`src/rtl/mmm_pkg.sv`:
```
// Shared types and constants for the main-memory arbiter.
package mmm_pkg;

    localparam int XLEN       = 32;
    localparam int MEM_DATA_W = 128;

    typedef enum logic [1:0] {
        IDLE      = 2'd0,
        ADDR      = 2'd1,
        WAIT_RESP = 2'd2
    } arb_state_t;

    typedef struct packed {
        logic [XLEN-1:0]       addr;
        logic                  we;
        logic [MEM_DATA_W-1:0] wdata;
    } mem_req_t;

    function automatic int rr_next(input int idx, input int n);
        return (idx + 1 >= n) ? 0 : idx + 1;
    endfunction

endpackage

```
`src/rtl/rr_arbiter.sv`:
```
// Combinational round-robin pick: first requester at or after ptr_i, cyclically.
module rr_arbiter #(
    parameter int N_REQ = 2,
    parameter int IW    = (N_REQ > 1) ? $clog2(N_REQ) : 1
) (
    input  logic [N_REQ-1:0] req_i,
    input  logic [IW-1:0]    ptr_i,
    output logic [N_REQ-1:0] gnt_oh_o,
    output logic [IW-1:0]    gnt_idx_o,
    output logic             any_gnt_o
);

    logic [IW-1:0] cand;
    logic          found;

    always_comb begin
        gnt_oh_o  = '0;
        gnt_idx_o = '0;
        found     = 1'b0;
        cand      = '0;
        for (int i = 0; i < N_REQ; i++) begin
            cand = IW'((int'(ptr_i) + i) % N_REQ);
            if (!found && req_i[cand]) begin
                found           = 1'b1;
                gnt_oh_o[cand]  = 1'b1;
                gnt_idx_o       = cand;
            end
        end
        any_gnt_o = found;
    end

endmodule

```
`src/rtl/mem_arbiter.sv`:
```
// Round-robin arbiter sharing one main-memory port between N requesters,
// one outstanding transaction, with per-requester response drop on flush.
//
// state     | meaning
// ----------+--------------------------------------------------------------
// IDLE      | no transaction; pick an eligible requester and latch its request
// ADDR      | presenting latched request to memory until mem_addr_ready_i
// WAIT_RESP | waiting for response; forward it, or swallow it if dropped
module mem_arbiter
    import mmm_pkg::*;
#(
    parameter int N_REQ  = 2,
    parameter int ADDR_W = XLEN,
    parameter int DATA_W = MEM_DATA_W
) (
    input  logic                           clk_i,
    input  logic                           rst_n_i,
    input  logic [N_REQ-1:0]               flush_i,
    input  logic [N_REQ-1:0]               req_valid_i,
    output logic [N_REQ-1:0]               req_ready_o,
    input  logic [N_REQ-1:0][ADDR_W-1:0]   req_addr_i,
    input  logic [N_REQ-1:0]               req_we_i,
    input  logic [N_REQ-1:0][DATA_W-1:0]   req_wdata_i,
    output logic [N_REQ-1:0]               resp_valid_o,
    input  logic [N_REQ-1:0]               resp_ready_i,
    output logic [DATA_W-1:0]              resp_data_o,
    output logic [ADDR_W-1:0]              mem_addr_o,
    output logic                           mem_we_o,
    output logic [DATA_W-1:0]              mem_wdata_o,
    output logic                           mem_addr_valid_o,
    input  logic                           mem_addr_ready_i,
    input  logic [DATA_W-1:0]              mem_data_i,
    input  logic                           mem_data_valid_i,
    output logic                           mem_data_ready_o,
    output logic                           busy_o
);

    localparam int IW = (N_REQ > 1) ? $clog2(N_REQ) : 1;

    arb_state_t    state_q, state_d;
    logic [IW-1:0] ptr_q, ptr_d;
    logic [IW-1:0] gnt_q, gnt_d;
    logic          drop_q, drop_d;
    mem_req_t      req_q, req_d;
    logic          addr_valid_q, addr_valid_d;
    logic          busy_q, busy_d;

    logic [N_REQ-1:0] elig;
    logic [N_REQ-1:0] arb_oh;
    logic [IW-1:0]    arb_idx;
    logic             arb_any;
    logic             drop_now;
    logic [IW-1:0]    ptr_adv;

    assign elig     = req_valid_i & ~flush_i;
    assign drop_now = drop_q | flush_i[gnt_q];
    assign ptr_adv  = IW'(rr_next(int'(gnt_q), N_REQ));

    rr_arbiter #(
        .N_REQ (N_REQ),
        .IW    (IW)
    ) u_rr (
        .req_i     (elig),
        .ptr_i     (ptr_q),
        .gnt_oh_o  (arb_oh),
        .gnt_idx_o (arb_idx),
        .any_gnt_o (arb_any)
    );

    always_comb begin
        state_d          = state_q;
        ptr_d            = ptr_q;
        gnt_d            = gnt_q;
        drop_d           = drop_q;
        req_d            = req_q;
        req_ready_o      = '0;
        resp_valid_o     = '0;
        mem_data_ready_o = 1'b0;

        case (state_q)
            IDLE: begin
                if (arb_any) begin
                    // Ready is masked while in reset so nothing looks accepted.
                    req_ready_o = rst_n_i ? arb_oh : '0;
                    gnt_d       = arb_idx;
                    req_d.addr  = req_addr_i[arb_idx];
                    req_d.we    = req_we_i[arb_idx];
                    req_d.wdata = req_wdata_i[arb_idx];
                    drop_d      = 1'b0;
                    state_d     = ADDR;
                end
            end
            ADDR: begin
                if (flush_i[gnt_q]) begin
                    drop_d = 1'b1;
                end
                if (mem_addr_ready_i) begin
                    state_d = WAIT_RESP;
                end
            end
            WAIT_RESP: begin
                if (drop_now) begin
                    mem_data_ready_o = 1'b1;
                    drop_d           = 1'b1;
                    if (mem_data_valid_i) begin
                        drop_d  = 1'b0;
                        ptr_d   = ptr_adv;
                        state_d = IDLE;
                    end
                end else begin
                    resp_valid_o[gnt_q] = mem_data_valid_i;
                    mem_data_ready_o    = resp_ready_i[gnt_q];
                    if (mem_data_valid_i && resp_ready_i[gnt_q]) begin
                        ptr_d   = ptr_adv;
                        state_d = IDLE;
                    end
                end
            end
            default: state_d = IDLE;
        endcase

        addr_valid_d = (state_d == ADDR);
        busy_d       = (state_d != IDLE);
    end

    always_ff @(posedge clk_i or negedge rst_n_i) begin
        if (!rst_n_i) begin
            state_q      <= IDLE;
            ptr_q        <= '0;
            gnt_q        <= '0;
            drop_q       <= 1'b0;
            req_q        <= '0;
            addr_valid_q <= 1'b0;
            busy_q       <= 1'b0;
        end else begin
            state_q      <= state_d;
            ptr_q        <= ptr_d;
            gnt_q        <= gnt_d;
            drop_q       <= drop_d;
            req_q        <= req_d;
            addr_valid_q <= addr_valid_d;
            busy_q       <= busy_d;
        end
    end

    assign mem_addr_o       = req_q.addr;
    assign mem_we_o         = req_q.we;
    assign mem_wdata_o      = req_q.wdata;
    assign mem_addr_valid_o = addr_valid_q;
    assign busy_o           = busy_q;
    assign resp_data_o      = mem_data_i;

endmodule

```
`config.mk`:
```
export PLATFORM = sky130hd
export DESIGN_NAME = mem_arbiter
export DESIGN_NICKNAME = d
export VERILOG_FILES = /design/src/rtl/mmm_pkg.sv /design/src/rtl/rr_arbiter.sv /design/src/rtl/mem_arbiter.sv
export SDC_FILE = /design/constraint.sdc
export NUM_CORES = 1
export LEC_CHECK = 0
export CORE_AREA = 2 2 292 294
export CTS_CLUSTER_DIAMETER = 40
export CTS_CLUSTER_SIZE = 10
export DETAILED_ROUTE_END_ITERATION = 6
export DIE_AREA = 0 0 294 296
export GPL_TIMING_DRIVEN = 0
export PLACE_DENSITY_LB_ADDON = 0.3
export REMOVE_ABC_BUFFERS = 1
export SLEW_MARGIN = 0
export SYNTH_ARGS = -nofsm -noshare
export SYNTH_HDL_FRONTEND = slang
export SYNTH_SLANG_ARGS = --single-unit
export TNS_END_PERCENT = 100
```
`constraint.sdc`:
```
create_clock -name clk_i -period 2.2 [get_ports clk_i]
set_input_delay 0.33 -clock clk_i [delete_from_list [all_inputs] [get_ports clk_i]]
set_output_delay 0.33 -clock clk_i [all_outputs]
set_load 0.01 [all_outputs]
```
-- Word level (Yosys, flattened, before mapping)
Index checks and enable logic that the tools add are counted.
- input port bits: 460
- output and inout bits: 296
- word-level logic and storage cells: 92
- register bits: 168
- $lt $le $gt $ge: 8
- multiplexer cells: 48
- bitwise gates (word level): 5
- reduce and logical (&&, ||, !) cells: 13
- equal/unequal tests: 7
- add/subtract/negate cells: 2
- operator list (kind ; number):
    two-way mux 128 bit ; 2
    two-way mux 32 bit ; 2
    two-way mux 1 bit ; 27
    two-way mux 2 bit ; 12
    < comparator 1 x 2 -> 1 bit (second input constant) ; 4
    inequality test 2 bit (second input constant) ; 4
    one-hot mux 2 bit (3 select lines) ; 1
    logical AND 1 bit ; 5
    bitwise AND 2 bit ; 2
    == test 2 x 1 -> 1 bit (second input constant) ; 2
    AND reduction 4 bit ; 1
    nonzero test 2 bit ; 2
    demux 1 bit (select 1 bit) ; 3
    >= comparator 1 bit (second input constant) ; 3
    one-hot mux 1 bit (3 select lines) ; 1
    AND reduction 3 bit ; 1
    nonzero test 3 bit ; 1
    adder 1 x 1 -> 2 bit (second input constant) ; 1
    == test 2 bit (second input constant) ; 1
    >= comparator 2 bit (second input constant) ; 1
    zero test 2 bit ; 1
    inverter 2 bit ; 1
    bitwise OR 2 bit ; 1
    AND reduction 2 bit ; 1
    other kinds (3) ; 3

-- Logic depth before layout (Yosys ltp)
Gate-level depths: netlist of run 1.
- depth in word-level cells: 11
- depth in mapped cells: 8
- gate-level depth less buffers: 6

-- Hierarchy
Synthesis of run 1 repeated with hierarchy kept, for this count alone.
- cell total of the unflattened synthesis: 881
- area, all modules: 8833.5 µm²
- by module, submodules not included (module ; area an instance (µm²) ; times used ; cells each ; sequential area each (µm²)):
    mem_arbiter ; 8800.9 ; 1 ; 876 ; 4204.0
    rr_arbiter ; 32.5 ; 1 ; 5 ; 0.0

-- Worst setup path after synthesis of run 1
OpenSTA, ideal clock, no wires.
- path type: reg2reg
- start point: register state_q[0]
- end point: register addr_valid_q, in the netlist mem_addr_valid_o
- data required time: 2.072 ns
- path buffers: 0
- stages on the path, launching flop included: 7
- path slack: 0.586 ns
- clock period less this slack: 1.614 ns
- library setup time: 0.128 ns
- data arrival time: 1.486 ns
- cells stage by stage: dfrtp_1 -> inv_1 -> ha_1 -> inv_2 -> or3_4 -> a311oi_2 -> nor2_1
- elaborated cells on any way between the ends: 10
- those cells by class: eq/ne (3); mux (6); reduce/logical (1)
- RTL lines (element ; RTL line ; RTL):
    start: declaration ; mem_arbiter.sv:40 ; arb_state_t state_q, state_d;
    start signal: assignment ; mem_arbiter.sv:136 ; state_q <= state_d;
    == test 2 bit (tied with other cells) ; mem_arbiter.sv:80 ; case (state_q)
    one-hot mux 2 bit (3 select lines) * ; mem_arbiter.sv:80 ;
    via state_d[1] ; mem_arbiter.sv:40 ;
    == test 2 x 1 -> 1 bit * ; mem_arbiter.sv:122 ; addr_valid_d = (state_d == ADDR);
    via addr_valid_d ; mem_arbiter.sv:45 ; logic addr_valid_q, addr_valid_d;
    end signal: assignment ; mem_arbiter.sv:141 ; addr_valid_q <= addr_valid_d;
    end: declaration ; mem_arbiter.sv:45 ;
Mark *: on every way through the listed nets, which the timed path passes. The rest lies on a longest branch.
A chain may end at the register's enable or synchronous reset.

-- Final worst setup path of run 1
- start point: input flush_i[0]
- end point: register req_q, in the netlist mem_addr_o[24]
- cells in the longest elaborated chain, start to end: 10
- elaborated cells on any way between the ends: 15
- those cells by class: mux (10); bitwise (2); reduce/logical (3)
- ends and longest elaborated chain (element ; RTL line ; RTL):
    start: declaration ; mem_arbiter.sv:18 ; input logic [N_REQ-1:0] flush_i,
    inverter 2 bit * ; mem_arbiter.sv:55 ; assign elig = req_valid_i & ~flush_i;
    bitwise AND 2 bit * ; mem_arbiter.sv:55 ;
    two-way mux 1 bit (not written as such) (2 in series) ; rr_arbiter.sv:23 ; if (!found && req_i[cand]) begin
    two-way mux 1 bit ; rr_arbiter.sv:23 ;
    zero test 1 bit ; rr_arbiter.sv:23 ;
    logical AND 1 bit ; rr_arbiter.sv:23 ;
    two-way mux 1 bit ; rr_arbiter.sv:23 ;
    two-way mux 32 bit (not written as such) (2 in series) ; mem_arbiter.sv:86 ; req_d.addr = req_addr_i[arb_idx];
    end signal: assignment ; mem_arbiter.sv:140 ; req_q <= req_d;
    end: declaration ; mem_arbiter.sv:44 ; mem_req_t req_q, req_d;
Every way passes the cells marked *; elsewhere a longest branch is shown, timed or not. The select of a mux whose other input is x is not followed.

==> results of run 1 <==
-- sequential cells by signal (all words and copies together) (netlist names) --
signal            flops
ptr_q                 1
state_q               2
mem_wdata_o         128
gnt_q                 1
mem_addr_valid_o      1
busy_o                1
mem_we_o              1
drop_q                1
mem_addr_o           32
-- through the flow --
stage                     instance area, sq um  util, %
after floorplan                           7551        -
after global placement                   13910    16.52
after detailed placement                 14270    16.94
after CTS                                15010    17.83
after global routing                     15090    17.91
final                                    15090    17.92
-- power by group through the flow --
stage	Sequential [uW]	Combinational [uW]	Clock (uW)
5_1_grt	5540	8300	3550
4_1_cts	5370	7660	3460
3_3_place_gp	5390	7690	0
2_1_floorplan	6030	2300	0
3_5_place_dp	5410	7430	0
6_report	5350	7600	3260
-- metal layers --
metal / up-vias / routed length [um] / global-route usage, %
met5: - / 1223 / 12.47
met4: 26 / 847 / 3.036
met3: 64 / 16380 / 17.93
met2: 833 / 22590 / 16.81
met1: 3728 / 22680 / 14.16
li1: 3574 / - / -
-- cells by family after synthesis --
logic type	share of synthesized area [%]
DFF	47.17
AOI/OAI and AO/OA	10.01
adders and majority gates	0.5616
and+or+nand+nor	8.353
muxes	18.42
buffers and inverters	15.48
-- final cells by class --
cell class                 count  area, sq um  share of cell area, %
timing repair buffer         529         5489                  36.37
sequential                   168         4205                  27.86
multi-input combinational    524         3417                  22.64
tap                         1090         1364                  9.036
clock buffer                  17        425.4                  2.819
clock inverter                15        166.4                  1.103
inverter                       5        18.77                 0.1243
antenna                        3        7.507                0.04974
-- critical path: cells and delay by family --
family | cells | cell delay, ns
multiplexers | 1 | 0.31
buffers and inverters | 5 | 1.36
AND/OR/NAND/NOR | 1 | 0.20
AO/OA/AOI/OAI | 2 | 0.27
-- timing repair --
item / 4_1_cts / 5_1_grt
gates cloned: 1 / 1
gates resized for setup: 25 / 10
hold endpoints to repair: 76 / 76
setup buffers: 12 / 1
setup endpoints to repair: 92 / 8
pin swaps: 4 / 0
-- worst paths after layout --
path	from	to	cells after the start
max	flush_i[0]	mem_addr_o[24]	9
min	rst_n_i	mem_wdata_o[24]	1
max reg2reg	state_q[1]	mem_addr_o[2]	9
min reg2reg	mem_wdata_o[77]	mem_wdata_o[77]	2
max in group asynchronous	rst_n_i	mem_addr_o[31]	2
min in group clk_i	req_wdata_i[155]	mem_wdata_o[27]	3
-- cells in the final DEF, fill, tap and decap left out, types with 12 or more instances in the layout --
cell,Yosys,layout
buf_12,0,13
buf_4,134,12
clkbuf_16,0,18
clkdlybuf4s50_1,0,493
dfrtp_1,168,167
mux2i_1,164,161
nand2_1,165,165
o21ai_0,32,32
o21ai_1,133,132
==> flow_metrics.tcl, run 1 <==
set metrics [dict create \
    status "finished, violations left" \
    violations "negative hold slack" \
    whs_ns -0.1974 \
    dieArea_sq_um 87020 \
    hold_path_class "primary input to async pin" \
    placementRows 107 \
    postSynthCellCount 878 \
    clock_sinks 168 \
    switching_share_pct 35.74 \
    fin_nets 1709 \
    setup_violations 0 \
    synth-async-reset-ratio_pct 100.0 \
    power.total_uw 16210 \
    clk_latency_ns 0.48 \
    max_freq_mhz 457.0 \
    io_buffers 499 \
    slew_headroom_pct 49.80 \
    drv_slew 0 \
    drt-total-wl_um 63710 \
    avgViaCountPerCell 3.499 \
    wl_per_cell_um 27.10 \
    synth_area_sq_um 8912 \
    synth.avg_cell_area_sq_um 10.15 \
    vias 8225 \
    critPathMaxStageDelay_ns 0.49 \
    drive_gt1_share_pct 6.916 \
    p_seq_share_pct 33.0 \
    grt_start_max_net_pins 93 \
    yosys.area.top_type_share_pct 47.17 \
    start_kind "primary input" \
    ys_ff_latch 168 \
    start_util_pct 10.58 \
    r2r_slack_ns 0.08 \
    clockBufferDepth 2 \
    finalCriticalPeriod_ns 2.188 \
    timing.final.ws_setup_ns 0.01180 \
    cp-end-kind "register" \
    ir_worst_vdd_mv 0.5278 \
    synth_most_common_cell "dfrtp_1" \
    overflow 0 \
    antenna_found_initial 5 \
    comb_power_share_pct 46.9 \
    drt_iter0_markers 513 \
    finalCritPeriodShare_pct 99.46 \
    power_density_nw_per_um2 1074 \
    path_clk_slew_ns 0.08 \
    hpwl_um 50610 \
    fin_tns_setup_ns 0 \
    cp.required_ns 2.56 \
    ys_warn_count 0 \
    worstPathMaxFanout 23 \
    synth.distinct_cells 30 \
    skew_ns 0.01086 \
    area_growth_pct 69.35 \
    p_sw_uw 5793 \
    synth_top_cells_by_area "dfrtp_1, mux2i_1, buf_4" \
    worstPathArrival_ns 2.55 \
    n_fill_cell 9285 \
    p_clk_share_pct 20.1 \
    cts_tree "built" \
    grt_pass1_vias 7929 \
    h-tree-depth 4 \
    grt_pass1_wl_um 79610 \
    core_sq_um 84210 \
    place_congestion 0.8169 \
    crit_top_cell "buf_12" \
    drv_cap 0 \
    p_int_uw 10420 \
    cp_slowest_cell "clkdlybuf4s50_1" \
    finalHoldViolations 76 \
    die_h_um 296 \
    synth-main-ff-cell "dfrtp_1" \
    synth_edf_count 0 \
    worst-setup-path-type "primary input to register" \
    stdcell_count 2351 \
    cts_made_buffers 17 \
    synth_common_cells "dfrtp_1, nand2_1, mux2i_1" \
    grtUsageTotal_pct 14.23 \
    die_x_um 294 \
    boundaryPins 756 \
    route.detailed.drc 0 \
    cts-root-buf "clkbuf_16" \
    worstPathCellList "clkdlybuf4s50_1, nand2b_4, o21ai_4, buf_12, buf_12, buf_12, buf_12, mux2i_1, o21ai_1" \
    ys_seq_area_share_pct 47.17 \
    rsz0062_at_grt "yes" \
    dp_cells 2301 \
    synth_top_cell_by_area "dfrtp_1" \
    antenna_left 0 \
    worst_slew_pin_slew_ns 0.7529 \
    leakage_uw 0.006657 \
    first_pass_iters 5 \
    place_ws_ns -0.9619 \
]
No activity file was read; power rests on OpenSTA's default activity.
==> run 2, diff against run 1 <==
CTS_BUF_LIST = sky130_fd_sc_hd__clkbuf_8   (was not set)
==> flow_metrics.tcl, run 2 (synthesis results as in run 1) <==
set metrics [dict create \
    fin_area_sq_um 14850 \
    die_h_um 296 \
    worstPathMaxFanout 4 \
    io_buffers 499 \
    power_density_nw_per_um2 1036 \
    dpl_cell_area_sq_um 14270 \
    p_seq_share_pct 34.7 \
    rsz0062_at_grt "yes" \
    layout_commonest_cell "clkdlybuf4s50_1" \
    comb_power_share_pct 49.1 \
    die_x_um 294 \
    p_int_uw 9708 \
    setup.worst_path.start "gnt_q" \
    largest_reg_flops 128 \
    grtUsageTotal_pct 14.19 \
    placementRows 107 \
    cts-root-buf "clkbuf_8" \
    worst-setup-path-type "register to output pin" \
    ir_worst_vdd_mv 0.3255 \
    grt_pass1_wl_um 79230 \
    switching_share_pct 36.89 \
    n_fill_cell 9301 \
    r2r_start "ptr_q" \
    mostFrequentLayoutCells "clkdlybuf4s50_1, dfrtp_1, nand2_1, mux2i_1, o21ai_1" \
    wl_per_cell_um 26.92 \
    start_util_pct 10.58 \
    path_clk_slew_ns 0.12 \
    postLayoutCoreUtil_pct 17.64 \
    overflow 0 \
    vias 8155 \
    dieArea_sq_um 87020 \
    cts_tree "built" \
    cp.required_ns 1.87 \
    r2r_slack_ns 0.15 \
    clock_sinks 168 \
    fin_nets 1708 \
    violations "negative hold slack" \
    antenna_found_initial 5 \
    area_growth_pct 66.64 \
    core_sq_um 84210 \
    leakage_uw 0.006581 \
    stdcell_count 2350 \
    worstPathArrival_ns 1.80 \
    whs_ns -0.2647 \
    clockBufferDepth 2 \
    setup_violations 0 \
    cp-end-kind "output pin" \
    hpwl_um 50610 \
    antenna_left 0 \
    route.detailed.drc 0 \
    cts_made_buffers 17 \
    place_congestion 0.8169 \
    finalHoldViolations 76 \
    drv_slew 0 \
    dp_cells 2301 \
    h-tree-depth 4 \
    clk_latency_ns 0.54 \
    start_kind "register" \
    first_pass_iters 5 \
    drt-total-wl_um 63270 \
    drive_gt1_share_pct 7.001 \
    skew_ns 0.01502 \
    boundaryPins 756 \
    drv_cap 0 \
    grt_start_max_net_pins 93 \
    rr_endpoint "mem_addr_o[24]" \
    r2r_cells 7 \
    p_sw_uw 5674 \
    drt_iter0_markers 557 \
    finalCritPeriodShare_pct 96.80 \
    avgViaCountPerCell 3.470 \
    finalCriticalPeriod_ns 2.130 \
    slew_headroom_pct 51.26 \
    grt_pass1_vias 7826 \
    status "finished, violations left" \
    p_clk_share_pct 16.2 \
    max_freq_mhz 469.6 \
    worst_slew_pin_slew_ns 0.7311 \
    hold_path_class "primary input to async pin" \
]
-- run 2: routing by layer --
layer / share of wire, % / GRT usage, % / up-vias
li1: - / - / 3570
met1: 36 / 13.63 / 3711
met2: 35 / 16.76 / 789
met3: 24 / 18.29 / 57
met4: 1.4 / 3.049 / 28
met5: 2.9 / 15.41 / -
-- run 2: worst max path at each step --
stage / to / slack, ns
2_1_floorplan: mem_addr_o[0] / -9.53
3_3_place_gp: mem_wdata_o[10] / -15.65
3_5_place_dp: mem_addr_o[24] / -0.96
4_1_cts: resp_valid_o[0] / -0.19
5_1_grt: resp_valid_o[0] / -0.09
6_report: resp_valid_o[0] / 0.07
-- run 2: worst max-delay path, stage by stage, from the launching register on --
cell     delay (ns)
dfrtp_2        0.43
mux2i_4        0.29
and3_4         0.23
nand2_1        0.07
nor2_1         0.10
buf_4          0.15
-- run 2: layout make-up --
| type | instances | area [sq um] | share of cell area [%] |
|---|---|---|---|
| diodes | 3 | 7.507 | 0.05055 |
| clock buffers | 17 | 234.0 | 1.575 |
| clock inverters | 15 | 166.4 | 1.120 |
| inverters | 5 | 18.77 | 0.1264 |
| multi-input cells | 524 | 3421 | 23.03 |
| flip-flops and latches | 168 | 4205 | 28.32 |
| well taps | 1090 | 1364 | 9.183 |
| repair buffers | 528 | 5435 | 36.60 |
-- run 2: per-stage QoR --
stage / total power (uW) / worst slack [ns] / hold slack, ns / TNS (ns)
4_1_cts: 15680 / -0.1861 / -0.3129 / -0.4428
3_3_place_gp: 13080 / -15.65 / 0.4648 / -3499.29
5_1_grt: 16540 / -0.09104 / -0.2800 / -0.1522
3_5_place_dp: 12840 / -0.9619 / 0.3427 / -81.75
6_report: 15380 / 0.07050 / -0.2647 / 0
2_1_floorplan: 8337 / -9.527 / 0.03441 / -1553.87
-- run 2: power groups by stage --
stage | Sequential [uW] | Combinational [uW] | Clock, uW
after detailed placement | 5410 | 7430 | 0
after global routing | 5530 | 8240 | 2780
final | 5330 | 7550 | 2500
after global placement | 5390 | 7690 | 0
after CTS | 5350 | 7630 | 2710
after floorplan | 6030 | 2300 | 0
-- run 2: repair_timing --
action                                 CTS  global route
setup endpoints to repair               78            25
endpoints found under the hold margin   76            76
gates cloned                             1             0
setup buffers                            9             6
pin swaps                                4             6
gates resized for setup                 31            15
